--- src/rtl/fifo_arb_pkg.sv ---
// rtl/fifo_arb_pkg.sv - shared types and widths for the FIFO write arbiter
package fifo_arb_pkg;

    typedef enum logic {
        IDLE  = 1'b0,
        OWNED = 1'b1
    } arb_state_t;

    localparam int BURST_CNT_W = 8;
    localparam int STALL_CNT_W = 16;

endpackage

--- src/rtl/rr_pick.sv ---
// rtl/rr_pick.sv - combinational rotate-priority encoder (first set bit at or above ptr, with wrap)
module rr_pick #(
    parameter int N     = 2,
    parameter int IDX_W = (N > 1) ? $clog2(N) : 1
) (
    input  logic [N-1:0]     mask,
    input  logic [IDX_W-1:0] ptr,
    output logic             valid,
    output logic [IDX_W-1:0] idx
);

    logic [IDX_W-1:0] j;

    // Scan from the farthest slot back to ptr so the closest hit is written last
    always_comb begin
        valid = 1'b0;
        idx   = '0;
        j     = '0;
        for (int k = N - 1; k >= 0; k--) begin
            j = IDX_W'((int'(ptr) + k) % N);
            if (mask[j]) begin
                valid = 1'b1;
                idx   = j;
            end
        end
    end

endmodule

--- src/rtl/fifo_wr_arbiter.sv ---
// rtl/fifo_wr_arbiter.sv - round-robin FIFO write-port arbiter with burst lock; FIFO_ARB_STATS_EN adds stall counters
module fifo_wr_arbiter
    import fifo_arb_pkg::*;
#(
    parameter int WIDTH     = 8,
    parameter int NUM_REQ   = 2,
    parameter int MAX_BURST = 16,
    localparam int IDX_W    = (NUM_REQ > 1) ? $clog2(NUM_REQ) : 1
) (
    input  logic                     clk,
    input  logic                     reset,
    input  logic [NUM_REQ-1:0]       req,
    input  logic [NUM_REQ-1:0]       lock,
    input  logic [NUM_REQ*WIDTH-1:0] req_data,
    output logic [NUM_REQ-1:0]       gnt,
    output logic                     fifo_enq,
    output logic [WIDTH-1:0]         fifo_din,
    input  logic                     fifo_full,
    output logic [IDX_W-1:0]         owner,
`ifdef FIFO_ARB_STATS_EN
    output logic [NUM_REQ*STALL_CNT_W-1:0] stall_cnt,
`endif
    output logic                     locked
);

    arb_state_t             state, state_nxt;
    logic [BURST_CNT_W-1:0] burst_cnt, burst_nxt, burst_inc;
    logic [IDX_W-1:0]       rr_ptr, rr_idx, win_idx, ptr_nxt;
    logic [NUM_REQ-1:0]     elig;
    logic                   rr_valid, win_valid, do_grant;

    // A requester just granted still shows its old data this cycle, so skip it
    assign elig   = req & ~gnt;
    assign locked = (state == OWNED);

    rr_pick #(
        .N     (NUM_REQ),
        .IDX_W (IDX_W)
    ) u_pick (
        .mask  (elig),
        .ptr   (rr_ptr),
        .valid (rr_valid),
        .idx   (rr_idx)
    );

    // Winner choice, grant qualification and burst-lock next state
    always_comb begin
        win_idx   = rr_idx;
        win_valid = rr_valid;
        if (state == OWNED) begin
            win_idx   = owner;
            win_valid = elig[owner];
        end
        // full lags the write by a cycle, so never issue back-to-back writes
        do_grant  = win_valid && !fifo_full && !fifo_enq;
        burst_inc = (state == OWNED) ? burst_cnt + BURST_CNT_W'(1) : BURST_CNT_W'(1);
        ptr_nxt   = (win_idx == IDX_W'(NUM_REQ - 1)) ? '0 : win_idx + IDX_W'(1);
        state_nxt = state;
        burst_nxt = burst_cnt;
        if (do_grant) begin
            if (lock[win_idx] && (burst_inc < BURST_CNT_W'(MAX_BURST))) begin
                state_nxt = OWNED;
                burst_nxt = burst_inc;
            end else begin
                state_nxt = IDLE;
                burst_nxt = '0;
            end
        end else if ((state == OWNED) && !req[owner] && !fifo_full) begin
            state_nxt = IDLE;
            burst_nxt = '0;
        end
    end

    // State, round-robin pointer and registered FIFO write port
    always_ff @(posedge clk or negedge reset) begin
        if (!reset) begin
            state     <= IDLE;
            burst_cnt <= '0;
            rr_ptr    <= '0;
            owner     <= '0;
            gnt       <= '0;
            fifo_enq  <= 1'b0;
            fifo_din  <= '0;
        end else begin
            state     <= state_nxt;
            burst_cnt <= burst_nxt;
            fifo_enq  <= do_grant;
            gnt       <= '0;
            if (do_grant) begin
                gnt      <= NUM_REQ'(1) << win_idx;
                fifo_din <= req_data[win_idx*WIDTH +: WIDTH];
                owner    <= win_idx;
                rr_ptr   <= ptr_nxt;
            end
        end
    end

`ifdef FIFO_ARB_STATS_EN
    for (genvar i = 0; i < NUM_REQ; i++) begin : g_stall
        // Saturating count of cycles requester i asked but was not granted
        always_ff @(posedge clk or negedge reset) begin
            if (!reset) begin
                stall_cnt[i*STALL_CNT_W +: STALL_CNT_W] <= '0;
            end else if (req[i] && !(do_grant && (win_idx == IDX_W'(i)))
                         && (stall_cnt[i*STALL_CNT_W +: STALL_CNT_W] != '1)) begin
                stall_cnt[i*STALL_CNT_W +: STALL_CNT_W] <=
                    stall_cnt[i*STALL_CNT_W +: STALL_CNT_W] + STALL_CNT_W'(1);
            end
        end
    end
`endif

endmodule

--- config.mk ---
export PLATFORM = sky130hd
export DESIGN_NAME = fifo_wr_arbiter
export DESIGN_NICKNAME = d
export VERILOG_FILES = /design/src/rtl/fifo_arb_pkg.sv /design/src/rtl/rr_pick.sv /design/src/rtl/fifo_wr_arbiter.sv
export SDC_FILE = /design/constraint.sdc
export NUM_CORES = 1
export LEC_CHECK = 0
export CELL_PAD_IN_SITES_DETAIL_PLACEMENT = 2
export CELL_PAD_IN_SITES_GLOBAL_PLACEMENT = 2
export CORE_MARGIN = 2
export CORE_UTILIZATION = 30
export CTS_CLUSTER_DIAMETER = 200
export DETAILED_ROUTE_END_ITERATION = 6
export GPL_ROUTABILITY_DRIVEN = 0
export PLACE_DENSITY = 0.8
export SYNTH_ARGS = -nofsm -noshare
export SYNTH_HDL_FRONTEND = slang
export SYNTH_SLANG_ARGS = --single-unit
--- constraint.sdc ---
create_clock -name clk -period 3.55 [get_ports clk]
set_input_delay 0.71 -clock clk [delete_from_list [all_inputs] [get_ports clk]]
set_output_delay 0.71 -clock clk [all_outputs]
set_load 0.1 [all_outputs]
* Word level (Yosys, flattened, before mapping)
Index checks and enable logic that the tools add are counted.
** Word-level totals
- Flip-flop bits (word level) :: 22
- Bits of input ports :: 23
- Output and inout bits :: 13
** Operators by class
- Add/subtract/negate cells :: 3
- Magnitude comparators :: 5
- Shift operators :: 2
- Mux-type cells :: 25
- Bitwise gates (word level) :: 2
- Reduce and logical (&&, ||, !) cells :: 9
** Operators by type and width (count)
- 8-bit 2-to-1 mux :: 4
- 1-bit 2-to-1 mux :: 20
- 16-bit by 5-bit indexed part select with 8-bit output :: 1
- 8-bit by 1-bit adder with 8-bit output, second input constant :: 1
- 1-bit by 2-bit less-than comparator with 1-bit output, second input constant :: 4
- 8-bit by 5-bit less-than comparator with 1-bit output, second input constant :: 1
- 1-bit logical AND :: 5
- 1-bit zero test :: 3
- 1-bit adder, second input constant :: 2
- 2-bit AND :: 1
- 2-bit 2-to-1 mux :: 1
- 2-bit NOT :: 1
- 2-bit nonzero test :: 1
- 1-bit by 1-bit << shifter with 2-bit output, first input constant :: 1

* Longest topological paths before layout
- Depth in word-level cells :: 12
- Mapped depth :: 8

* Cells and area by module
Synthesis repeated with hierarchy kept, for this count alone.
** Unflattened totals
- Cells, all modules :: 101
- Area total of the unflattened synthesis :: 1043.5 um^2
** By module, submodules not included
- fifo_wr_arbiter :: instances 1, cells each 98, area each 1026.0 um^2, sequential area each 550.5 um^2
- rr_pick :: instances 1, cells each 3, area each 17.5 um^2, sequential area each 0.0 um^2

* Worst setup path after synthesis
OpenSTA, ideal clock, no wires.
- Kind :: flip-flop to flip-flop
- From :: register state, in the netlist locked
- To :: register rr_ptr
- Library setup time :: 0.118 ns
- Arrival :: 2.029 ns
- Required time :: 3.432 ns
- Path slack :: 1.403 ns
- Cell stages (with the launch flop) :: 7
- Path buffers :: 3
- Path through :: dfrtp_1 > buf_6 > nor3b_1 > or3_1 > buf_6 > clkbuf_1 > a21o_1
** Between the ends
- Word-level cells in the longest chain between the ends :: 3
- Elaborated cells on any way between the ends :: 6
** Ends and longest elaborated chain
- start: declaration :: RTL line fifo_wr_arbiter.sv:26 : arb_state_t state, state_nxt;
- start signal: assignment :: RTL line fifo_wr_arbiter.sv:85 : state <= state_nxt;
- 1-bit 2-to-1 mux :: RTL line fifo_wr_arbiter.sv:50 : if (state == OWNED) begin
- 1-bit adder / 1-bit logical AND (equally long branches) :: RTL line fifo_wr_arbiter.sv:57, fifo_wr_arbiter.sv:55
- 1-bit 2-to-1 mux / 1-bit logical AND (equally long branches) :: RTL line fifo_wr_arbiter.sv:57, fifo_wr_arbiter.sv:55
- end signal: assignment :: RTL line fifo_wr_arbiter.sv:93 : rr_ptr <= ptr_nxt;
- end: declaration :: RTL line fifo_wr_arbiter.sv:28 : logic [IDX_W-1:0] rr_ptr, rr_idx, win_idx, ptr_nxt;
Parallel ways exist; a longest one is shown, timed or not.
A chain may end at the register's enable or synchronous reset.

* Worst setup path in the final report
- From :: input req[0]
- To :: register burst_cnt[0]
** Between the ends
- Word-level cells in the longest chain between the ends :: 11
- Elaborated cells on any way between the ends :: 26
** Ends and longest elaborated chain
- start: declaration :: RTL line fifo_wr_arbiter.sv:12 : input logic [NUM_REQ-1:0] req,
- 2-bit AND :: RTL line fifo_wr_arbiter.sv:33 : assign elig = req & ~gnt;
- 1-bit 2-to-1 mux (not written as such) (2 in series) :: RTL line rr_pick.sv:21 : if (mask[j]) begin
- 1-bit 2-to-1 mux (2 in series) :: RTL line rr_pick.sv:21
- 1-bit 2-to-1 mux :: RTL line fifo_wr_arbiter.sv:50
- 1-bit 2-to-1 mux (not written as such) (2 in series) :: RTL line fifo_wr_arbiter.sv:61 : if (lock[win_idx] && (burst_inc < BURST_CNT_W'(MAX_BURST))) begin
- 1-bit logical AND :: RTL line fifo_wr_arbiter.sv:61
- 8-bit 2-to-1 mux :: RTL line fifo_wr_arbiter.sv:61
- 8-bit 2-to-1 mux :: RTL line fifo_wr_arbiter.sv:60 : if (do_grant) begin
- end signal: assignment :: RTL line fifo_wr_arbiter.sv:86 : burst_cnt <= burst_nxt;
- end: declaration :: RTL line fifo_wr_arbiter.sv:27 : logic [BURST_CNT_W-1:0] burst_cnt, burst_nxt, burst_inc;
Parallel ways exist; a longest one is shown, timed or not. The select of a mux whose other input is x is not followed.

==> results.toml <==
[layout]
regArea_um2 = 551
fin_util_pct = 42.5
area.growth.synth_to_final_pct = 38.2
fin_nets = 164
n_fill_cell = 420
layout_common_cells = "34 x clkdlybuf4s50_1, 22 x dfrtp_1, 11 x nand2_1"
final_common_cell = "clkdlybuf4s50_1"
fin_cells = 186
num_antenna_cells = 0
layout-drive-gt1-share_pct = 9.42
multi_input_area_um2 = 529

[detailed_routing]
ant_nets = 0
avgViaCountPerCell = 5.05
drt-total-wl_um = 2920
drc = 0
routedWlPerCell_um = 15.7
vias = 940
drtPass1Iterations = 4
dr.first_iter.drc_count = 9

[critical_path]
worst-setup-path-type = "in2reg"
crit_required_ps = 3700
timing.reg2reg.setup_slack_ps = 1250
worst-r2r-cell-count = 6
cp.arrival_ps = 2730
critPathLaunchType = "input pin"
cp_max_fo = 25
worst_setup_path_end_kind = "register"
r2r_start = "burst_cnt[0]$_DFFE_PN0P_"
rr_endpoint = "burst_cnt[3]$_DFFE_PN0P_"

[min_path]
hp-class = "reg2reg"
min_path_cells = 1
min_to = "rr_ptr$_DFFE_PN0P_"
hold_start = "rr_ptr$_DFFE_PN0P_"

[power]
power.density_nw_per_um2 = 932
vdd_ir_drop_max_uv = 459
p_leak_nw = 0.695

[grt]
grt_pass1_vias = 1097
grt.overflow.total = 0
grt_usage_pct = 15.4
antenna_found_initial = 0
grt_pass1_wl_um = 5020
grt_max_degree = 26

[logic_synthesis]
ys_async_sr_fraction_pct = 100
ys_ff_latch = 22
yosys_most_used_dff = "dfrtp_1"
syn_area_per_cell_um2 = 10.7
synth_edf_count = 0
netlist_instances = 104
synth-seq-area-share_pct = 49.3
syn_area_um2 = 1120
ys_warn_count = 0
synth.distinct_cells = 42
syn_nets = 128

[clock_tree]
clk_latency_ps = 260
clockBufferDepth = 2
cts.htree.levels = 1
cts_hold_buf = 0
cts.reportedPaths.clkPinSlew_ps = 70
ctsResizeCount = 0
clock-sinks = 22
cts_buffers = 3
cts_setup_buffers = 0
cts_tree = "yes"
clockRootBuffer = "clkbuf_8"

[placed_design]
pre_cts_slack_ps = 699
dp_cells = 183
portBuffers = 35
dp_hpwl_um = 2350

[timing]
setup_viol = 0
finalSetupTns_ps = 0
period_minus_slack_ps = 2590
slew_headroom_pct = 33.6
fmax_mhz = 386
tightest_slew_ps = 993
finClkSkew_ps = 4.08
whs_ps = 483
timing.final.ws_setup_ps = 961
rsz0062_at_grt = "no"
drv_slew = 0
post-route-period-util_pct = 72.9
hold_viol = 0

[die]
dieArea_um2 = 4230
rows = 22
die_h_um = 65.0
io_pins = 36
core-area_um2 = 3630
die_w_um = 65.0
start_util_pct = 30.8

[flow_run]
cap_violations = 0

[run_status]
outcome = "finished clean"
[worst max path at each step]
stage                             startpoint                        to  slack (ps)  cells past startpoint
final                                 req[0]  burst_cnt[0]$_DFFE_PN0P_         960                      6
after floorplan           locked$_DFFE_PN0P_        rr_ptr$_DFFE_PN0P_        1400                      6
after CTS                             req[0]  burst_cnt[0]$_DFFE_PN0P_         940                      6
after detailed placement              req[0]  burst_cnt[0]$_DFFE_PN0P_         700                      6
after global placement                req[0]        locked$_DFFE_PN0P_         800                      6
after global routing                  req[0]  burst_cnt[0]$_DFFE_PN0P_         830                      6
[synthesized netlist by cell type, types with 2 or more instances]
| cell | count | area, um2 |
|---|---|---|
| dfrtp_1 | 22 | 551 |
| nand2_1 | 11 | 41.3 |
| mux2i_1 | 9 | 90.1 |
| o21ai_1 | 8 | 40.0 |
| and3_1 | 5 | 31.3 |
| a21o_1 | 3 | 22.5 |
| a22o_1 | 3 | 26.3 |
| a2111oi_0 | 2 | 17.5 |
| a21oi_1 | 2 | 10.0 |
| a31oi_1 | 2 | 12.5 |
| buf_6 | 2 | 22.5 |
| clkbuf_1 | 2 | 7.51 |
| inv_1 | 2 | 7.51 |
| nor2_1 | 2 | 7.51 |
| nor3b_1 | 2 | 15.0 |
[final cells by class]
type                    count  area share [%]
flip-flops and latches     22            35.7
multi-input cells          75            34.3
repair buffers             36            23.0
well taps                  48            3.89
clock buffers               3            2.67
inverters                   2           0.486
[state kept, by name, indices dropped and copies added (netlist names)]
signal / count
locked: 1
owner: 1
gnt: 2
rr_ptr: 1
fifo_enq: 1
burst_cnt: 8
fifo_din: 8
[routing by layer]
metal  part of all wire, %  GRT usage, %  vias up
met2                    59          32.6       22
met3                   4.7          3.65        0
li1                      -             -      449
met4                     0          1.56        0
met1                    36          15.1      469
met5                     0             0        -
[critical path, stage by stage]
cell	delay, ps
clkdlybuf4s50_1	510
nor2b_1	220
a21boi_1	120
or3_1	650
and2_4	300
a22o_1	220
[cells by family (layout without fill, tap and decap cells)]
kind of cell	count (synthesis)	count (layout)	share of synthesized area (%)
buf+inv	7	41	3.81
compound gates	28	28	17.4
xor+xnor	1	1	0.784
flops	22	22	49.3
mux	10	10	9.29
simple gates	35	35	18.4
fa+ha+maj	1	1	1.12
[through the flow]
step | area, um2 | power [W]
final | 1540 | 0.00144
after global routing | 1540 | 0.00152
after CTS | 1540 | 0.00146
after detailed placement | 1500 | 0.00131
after global placement | 1500 | 0.00128
after floorplan | 1120 | 0.00108
[where the power goes]
part           total [W]  internal (W)  switching [W]
registers       0.000402      0.000327      0.0000749
logic           0.000888      0.000245       0.000643
clock network   0.000149     0.0000755      0.0000739
Power figures use the tool's default switching activity.
